### src/rtl/cpx_acc_pkg.sv
`default_nettype none
// ============================================================================
// Module   : cpx_acc_pkg
// Brief    : Width helpers and saturation bounds for cpx_accumulate_dump.
// Revision : 1.0
// ============================================================================
package cpx_acc_pkg;

  function automatic int clog2(input int value);
    int r;
    r = 0;
    while ((64'd1 << r) < 64'(value)) begin
      r = r + 1;
    end
    return r;
  endfunction

  // Accumulator width that can hold LENGTH worst-case samples without overflow.
  function automatic int acc_bits(input int i_bits, input int q_bits, input int length);
    return ((i_bits > q_bits) ? i_bits : q_bits) + clog2(length);
  endfunction

  function automatic logic signed [63:0] sat_max(input int out_bits);
    return (64'sd1 <<< (out_bits - 1)) - 64'sd1;
  endfunction

  function automatic logic signed [63:0] sat_min(input int out_bits);
    return -(64'sd1 <<< (out_bits - 1));
  endfunction

endpackage
`default_nettype wire

### src/rtl/cpx_acc_narrow.sv
`default_nettype none
// ============================================================================
// Module   : cpx_acc_narrow
// Brief    : Fits a signed accumulator value into the output width. Sign-extends
//            when widening; when narrowing, wraps by default or clamps when
//            CPX_ACCUMULATE_SATURATE_EN is defined.
// Revision : 1.0
// ============================================================================
module cpx_acc_narrow
  import cpx_acc_pkg::*;
#(
  parameter int IN_BITS  = 22,
  parameter int OUT_BITS = 22
) (
  input  logic signed [IN_BITS-1:0]  i_data,
  output logic signed [OUT_BITS-1:0] o_data
);

  generate
    if (OUT_BITS >= IN_BITS) begin : g_widen
      assign o_data = OUT_BITS'(i_data);
    end else begin : g_narrow
`ifdef CPX_ACCUMULATE_SATURATE_EN
      localparam logic signed [IN_BITS-1:0] c_MAX = IN_BITS'(sat_max(OUT_BITS));
      localparam logic signed [IN_BITS-1:0] c_MIN = IN_BITS'(sat_min(OUT_BITS));

      always_comb begin
        o_data = OUT_BITS'(i_data);
        if (i_data > c_MAX) begin
          o_data = OUT_BITS'(c_MAX);
        end else if (i_data < c_MIN) begin
          o_data = OUT_BITS'(c_MIN);
        end
      end
`else
      // Keep the LSB-aligned low bits: plain two's-complement wrap.
      assign o_data = OUT_BITS'(i_data);
`endif
    end
  endgenerate

endmodule
`default_nettype wire

### src/rtl/cpx_accumulate_dump.sv
`default_nettype none
// ============================================================================
// Module   : cpx_accumulate_dump
// Brief    : Sums LENGTH accepted complex products and emits one block sum per
//            dump over a valid/ready handshake. Output narrowing saturates when
//            CPX_ACCUMULATE_SATURATE_EN is defined, otherwise wraps.
// Revision : 1.0
// ============================================================================
module cpx_accumulate_dump
  import cpx_acc_pkg::*;
#(
  parameter int I_BITS   = 16,
  parameter int Q_BITS   = 16,
  parameter int LENGTH   = 64,
  parameter int OUT_BITS = acc_bits(I_BITS, Q_BITS, LENGTH)
) (
  input  logic                       clk,
  input  logic                       reset,
  input  logic signed [I_BITS-1:0]   i_in,
  input  logic signed [Q_BITS-1:0]   q_in,
  input  logic                       m_axis_tvalid,
  output logic                       s_axis_tready,
  output logic signed [OUT_BITS-1:0] i_sum,
  output logic signed [OUT_BITS-1:0] q_sum,
  output logic                       s_axis_tvalid,
  input  logic                       m_axis_tready
);

  localparam int c_ACC_BITS = acc_bits(I_BITS, Q_BITS, LENGTH);
  localparam int c_CNT_BITS = clog2(LENGTH);
  localparam logic [c_CNT_BITS-1:0] c_LAST = c_CNT_BITS'(LENGTH - 1);

  logic [c_CNT_BITS-1:0]        r_count;
  logic signed [c_ACC_BITS-1:0] r_acc_i;
  logic signed [c_ACC_BITS-1:0] r_acc_q;
  logic signed [OUT_BITS-1:0]   r_i_sum;
  logic signed [OUT_BITS-1:0]   r_q_sum;
  logic                         r_tvalid;

  logic signed [c_ACC_BITS-1:0] w_i_ext;
  logic signed [c_ACC_BITS-1:0] w_q_ext;
  logic signed [c_ACC_BITS-1:0] w_i_full;
  logic signed [c_ACC_BITS-1:0] w_q_full;
  logic signed [OUT_BITS-1:0]   w_i_fit;
  logic signed [OUT_BITS-1:0]   w_q_fit;
  logic                         w_last;
  logic                         w_accept;

  assign w_i_ext  = c_ACC_BITS'(i_in);
  assign w_q_ext  = c_ACC_BITS'(q_in);
  assign w_last   = (r_count == c_LAST);

  // The first sample of a block loads directly, so no separate clear is needed.
  assign w_i_full = (r_count == '0) ? w_i_ext : (r_acc_i + w_i_ext);
  assign w_q_full = (r_count == '0) ? w_q_ext : (r_acc_q + w_q_ext);

  // Only the dumping sample stalls, and only while the old result is still unconsumed.
  assign s_axis_tready = !(w_last && r_tvalid && !m_axis_tready);
  assign w_accept      = m_axis_tvalid && s_axis_tready;

  cpx_acc_narrow #(
    .IN_BITS  (c_ACC_BITS),
    .OUT_BITS (OUT_BITS)
  ) u_narrow_i (
    .i_data (w_i_full),
    .o_data (w_i_fit)
  );

  cpx_acc_narrow #(
    .IN_BITS  (c_ACC_BITS),
    .OUT_BITS (OUT_BITS)
  ) u_narrow_q (
    .i_data (w_q_full),
    .o_data (w_q_fit)
  );

  always_ff @(posedge clk) begin
    if (reset) begin
      r_count  <= '0;
      r_acc_i  <= '0;
      r_acc_q  <= '0;
      r_i_sum  <= '0;
      r_q_sum  <= '0;
      r_tvalid <= 1'b0;
    end else begin
      if (w_accept) begin
        r_acc_i <= w_i_full;
        r_acc_q <= w_q_full;
        r_count <= w_last ? '0 : (r_count + c_CNT_BITS'(1));
      end
      // A new dump takes priority over a consume in the same cycle, so no bubble.
      if (w_accept && w_last) begin
        r_i_sum  <= w_i_fit;
        r_q_sum  <= w_q_fit;
        r_tvalid <= 1'b1;
      end else if (r_tvalid && m_axis_tready) begin
        r_tvalid <= 1'b0;
      end
    end
  end

  assign i_sum         = r_i_sum;
  assign q_sum         = r_q_sum;
  assign s_axis_tvalid = r_tvalid;

endmodule
`default_nettype wire

### config.mk
export PLATFORM = sky130hd
export DESIGN_NAME = cpx_accumulate_dump
export DESIGN_NICKNAME = d
export VERILOG_FILES = /design/src/rtl/cpx_acc_pkg.sv /design/src/rtl/cpx_acc_narrow.sv /design/src/rtl/cpx_accumulate_dump.sv
export SDC_FILE = /design/constraint.sdc
export NUM_CORES = 1
export LEC_CHECK = 0
export CORE_ASPECT_RATIO = 2
export CORE_UTILIZATION = 60
export CTS_CLUSTER_SIZE = 28
export DETAILED_ROUTE_END_ITERATION = 10
export MAX_ROUTING_LAYER = met4
export PLACE_DENSITY = 0.91
export SKIP_CTS_REPAIR_TIMING = 1
export SLEW_MARGIN = 20
export SYNTH_ARGS = -nofsm -noshare
export SYNTH_HDL_FRONTEND = slang
export SYNTH_SLANG_ARGS = --single-unit
### constraint.sdc
create_clock -name clk -period 4.5 [get_ports clk]
set_input_delay 0.9 -clock clk [delete_from_list [all_inputs] [get_ports clk]]
set_output_delay 0.9 -clock clk [all_outputs]
set_load 0.02 [all_outputs]
* Word level (Yosys, flattened, before mapping)
Index checks and enable logic that the tools add are counted.
** Word-level totals
- Bits in registers :: 95
- Input bits :: 36
- Output and inout bits :: 46
- Word-level logic and storage cells :: 24
** Cells by class
- Add/sub/neg operators :: 3
- Equal/unequal tests :: 1
- Multiplexer cells :: 5
- Reductions and logical operators :: 9
** Operators with widths (number)
- $add A22 B16 Y22 :: 2
- $mux W22 :: 2
- $add A6 B1 Y6 const B :: 1
- $eq A6 B6 Y1 const B :: 1
- $logic_not A6 Y1 :: 1
- $mux W6 :: 1
- $logic_and A1 B1 Y1 :: 5
- $logic_not A1 Y1 :: 2
- $mux W1 :: 2
- $reduce_bool A2 Y1 :: 1

* Longest topological paths before layout
- Depth in word-level cells :: 7
- Gate-level depth with buffers :: 10
- Mapped depth without buffers :: 10

* Modules after synthesis
From an unflattened synthesis, not the netlist that was laid out.
** Second synthesis, totals
- Cells, all modules :: 812
- Area, all modules :: 6152.2 um^2
** Modules (own cells, without submodules)
- cpx_accumulate_dump :: times used 1, cells an instance 768, area an instance 5821.8 um^2, sequential area each 1901.8 um^2
- cpx_acc_narrow :: times used 2, cells an instance 22, area an instance 165.2 um^2, sequential area each 0.0 um^2

* Least setup slack after synthesis
No wires, ideal clock.
- Kind :: input -> register
- Start point :: in i_in[0]
- End point :: reg r_acc_i[18]
- Library setup time :: 119 ps
- Arrival time :: 3208 ps
- Data required time :: 4381 ps
- Slack :: 1173 ps
- Stages on the path :: 10
- Path buffers :: 0
- Cell sequence :: ha_1 fa_1 a211o_1 a2111oi_2 o21ai_0 a32oi_1 a31oi_1 xnor2_1 nor2_1 o221a_2
** On the way
- Longest elaborated chain between the ends :: 2
** RTL lines
- from (decl) :: RTL line cpx_accumulate_dump.sv:19 : input logic signed [I_BITS-1:0] i_in,
- $add A22 B16 Y22 :: RTL line cpx_accumulate_dump.sv:54 : assign w_i_full = (r_count == '0) ? w_i_ext : (r_acc_i + w_i_ext);
- $mux W22 :: RTL line cpx_accumulate_dump.sv:54
- to (signal assigned) :: RTL line cpx_accumulate_dump.sv:87 : r_acc_i <= w_i_full;
- to (decl) :: RTL line cpx_accumulate_dump.sv:34 : logic signed [c_ACC_BITS-1:0] r_acc_i;
Every way passes these cells.
A chain may end at the register's enable or synchronous reset.

* Worst setup path after layout
Ends and elaborated chain as after synthesis.

==> key figures <==
Worst setup path
  • Crit path arrival time: 4.11 ns
  • CP bufs+invs: 1
  • Crit end category: flop
  • Crit-path max FO: 4
  • Critical-path top delay cell: fa_1
  • Worst EP required: 4.74 ns
  • Startpoint types: primary input
  • Crit-path leading delay family: compound AO/OA/AOI/OAI gates
  • Worst Setup Path Type: primary input to flop
  • Cell Chain, Critical Path: clkdlybuf4s50_1 > ha_1 > fa_1 > a211o_1 > a2111oi_2 > o21ai_0 > a32oi_1 > a31oi_1 > xnor2_1 > nor2_1 > o221a_2
  • CP max stage delay: 0.44 ns

Power
  • Sw Ratio: 31.81%
  • Reg power frac: 37.9%
  • Internal Power: 1.630 mW
  • Combinational Power Share: 27.0%
  • Switching Power: 0.7602 mW
  • Part of the power in the clock network: 35.1%
  • PwrDens: 338.2 mW/mm^2
  • Power, Total: 2.390 mW
  • Leakage Power: 2.802 nW
  • VDD IR max: 255.9 uV

Cells and area
  • Finished Layout Cells: 936
  • Reg area: 0.001902 sq mm
  • Share of cells above drive strength 1: 6.079%
  • # diodes: 0
  • Final core utilization: 74.79%
  • Fill cells: 709
  • # nets final: 883
  • Area of the multi-input gates: 0.003759 sq mm
  • Area grow syn2layout: 19.51%

Detailed routing
  • DRT Pass-1 Iters: 6
  • Met3 WL: 891 um
  • Antenna Violating Nets Remaining: 0
  • Wire length on met2: 8831 um
  • DR top layer: met4
  • Drt total wl: 16560 um
  • First DRT Iteration DRCs: 396
  • Vias post-DR: 5934
  • WL met1: 5933 um
  • DRC Markers: 0
  • Avg Vias per Cell: 6.340
  • Drt wl/cell: 17.69 um

STA
  • Setup TNS: 0 ns
  • Hold Vio Cnt, Final: 0
  • Worst Tran Pin Value: 1.134 ns
  • Highest clock rate: 258.8 MHz
  • Tcrit/Tclk final: 85.85%
  • Worst relative slew slack: 23.93%
  • Final Setup Violations: 0
  • Clk_skew: 0.009623 ns
  • Min Tclk post-route: 3.863 ns
  • RSZ-0062 raised after global routing: no
  • Max Slew Vio Count: 0

Clocking
  • Htree depth: 3
  • CTS Root Cell: clkbuf_16
  • Total CTS buffers: 9
  • Clk sink count: 95
  • TritonCTS clock tree: built
  • Clock buffer depth: 2
  • Worst-Skew Late Latency: 0.36 ns
  • Clk slew on worst S/H paths: 0.07 ns

Logic synthesis
  • EDFF count, synth: 0
  • Number of warnings issued by yosys: 0
  • Mapped Nets: 826
  • Ys flop type: dfxtp_1
  • Cells after Synth: 744
  • Synth top area cells: dfxtp_1 32%, ha_1 9.3%, nor2_1 6.6%
  • Dominant cell type by area after synthesis: dfxtp_1
  • Yosys top cell area share: 32.17%
  • Mapped cell area: 0.005912 sq mm
  • Yosys cell types: 71
  • Ys async rst share: 0%
  • Avg Inst Size Synth: 7.946 sq um
  • Flops & latches, synth: 95
  • Sequential area share after synthesis: 32.17%

Global route
  • First-pass GRT wire length: 27540 um
  • GRT Overall Usage: 35.04%
  • Initial antenna violation count: 0
  • Largest net degree at the start of global routing: 62
  • Vias in the first global route: 6047
  • GR Overflow Total: 0

Die
  • Core area: 0.009447 sq mm
  • Die area: 0.01028 sq mm
  • Ports: 82
  • Die outline height: 142.4 um
  • Chip width: 72.19 um
  • FP Rows: 50
  • Initial Utilization: 62.58%

Worst hold path
  • Min-Delay Path Class: flop to flop

Run
  • Max-Cap Viols: 0

Placed design
  • Placed Cells: 920
  • Detail Placement HPWL: 11510 um
  • Final GP Congestion: 0.9661
  • Port Buf Inserts: 81

Status
  • Status: finished, final reports clean
kinds of logic (layout without fill, tap and decap cells):
kind of cell               count (synthesis)  after routing  synth area share, %
DFF                                       95             95                32.17
xor gates and xnor gates                  35             35                5.185
buffers and inverters                     57            119                4.296
and+or+nand+nor                          250            250                19.30
muxes                                     11             11                1.884
AOI/OAI and AO/OA                        250            250                27.18
adders and majority gates                 46             46                9.989
sequential cells by signal, indices dropped and copies added (netlist names):
register / flops
r_count: 6
r_acc_q: 22
i_sum: 22
s_axis_tvalid: 1
r_acc_i: 22
q_sum: 22
power by group through the flow:
| stage | Combinational (mW) | Clock (mW) | Sequential [mW] |
|---|---|---|---|
| after global placement | 0.603 | 0 | 0.922 |
| after floorplan | 0.479 | 0 | 0.916 |
| after global routing | 0.713 | 0.873 | 0.910 |
| after detailed placement | 0.624 | 0 | 0.924 |
| after CTS | 0.633 | 0.843 | 0.905 |
| final | 0.644 | 0.839 | 0.906 |
layout by cell type (no fill, tap or decap), drive strengths merged, types with 10 or more instances in the layout:
| cell type | Yosys | final |
|---|---|---|
| and3 | 11 | 11 |
| nand2 | 56 | 56 |
| a21o | 13 | 13 |
| o21ai | 63 | 63 |
| nor2 | 104 | 104 |
| xnor2 | 18 | 18 |
| dfxtp | 95 | 95 |
| a31oi | 10 | 10 |
| mux2i | 10 | 10 |
| a211oi | 40 | 40 |
| xor2 | 17 | 17 |
| nand3 | 12 | 12 |
| buf | 6 | 10 |
| a21oi | 73 | 73 |
| nand4 | 11 | 11 |
| nor3 | 23 | 23 |
| ha | 44 | 44 |
| clkdlybuf4s50 | 0 | 80 |
| inv | 13 | 14 |
worst register-to-register path, stage by stage, from the launching register on:
cell	delay, ns
dfxtp_1	0.32
ha_1	0.22
fa_1	0.44
a211o_1	0.36
a2111oi_2	0.35
o21ai_0	0.26
a32oi_1	0.44
a31oi_1	0.16
xnor2_1	0.15
nor2_1	0.08
o221a_2	0.29
routing by layer:
metal  track usage [%]  vias up
met3             5.028       74
met5                 -        -
met2             63.50      238
met4             21.16        0
li1                  -     2836
met1             34.15     2786
per-stage QoR:
| stage | hold slack [ns] | setup slack, ns | instance area (sq um) |
|---|---|---|---|
| floorplan | 0.4400 | 1.173 | 5912 |
| global placement | 0.4385 | 0.3834 | 6745 |
| detailed placement | 0.4462 | 0.3376 | 6745 |
| CTS | 0.4536 | 0.6815 | 7066 |
| global route | 0.4741 | 0.3884 | 7066 |
| finish | 0.4520 | 0.6366 | 7066 |
worst paths after layout:
| check | from | end | slack, ns | depth (start not counted) |
|---|---|---|---|---|
| setup / recovery | i_in[0] | r_acc_i[18] | 0.64 | 11 |
| hold / removal | q_sum[18] | q_sum[18] | 0.45 | 2 |
| setup reg to reg | r_acc_i[0] | r_acc_i[18] | 1.31 | 10 |
| hold reg to reg | q_sum[18] | q_sum[18] | 0.45 | 2 |
synthesized netlist by cell type, types with 5 or more instances:
cell type,count
a211oi_1,40
a21o_1,11
a21oi_1,72
a31oi_1,10
and3_1,9
clkbuf_1,33
dfxtp_1,95
ha_1,44
inv_1,13
mux2i_1,10
nand2_1,56
nand3_1,12
nand4_1,11
nor2_1,104
nor3_1,23
nor4_1,9
o21a_1,7
o21ai_0,57
o21ai_1,5
o21bai_1,6
xnor2_1,18
xor2_1,17
layout make-up:
| cell class | instances | share of cell area [%] |
|---|---|---|
| sequential | 95 | 26.92 |
| clock buffer | 9 | 3.188 |
| multi-input combinational | 592 | 53.20 |
| timing repair buffer | 90 | 12.36 |
| clock inverter | 7 | 1.346 |
| tap | 130 | 2.302 |
| inverter | 13 | 0.6906 |
No activity file was read; power rests on OpenSTA's default activity.
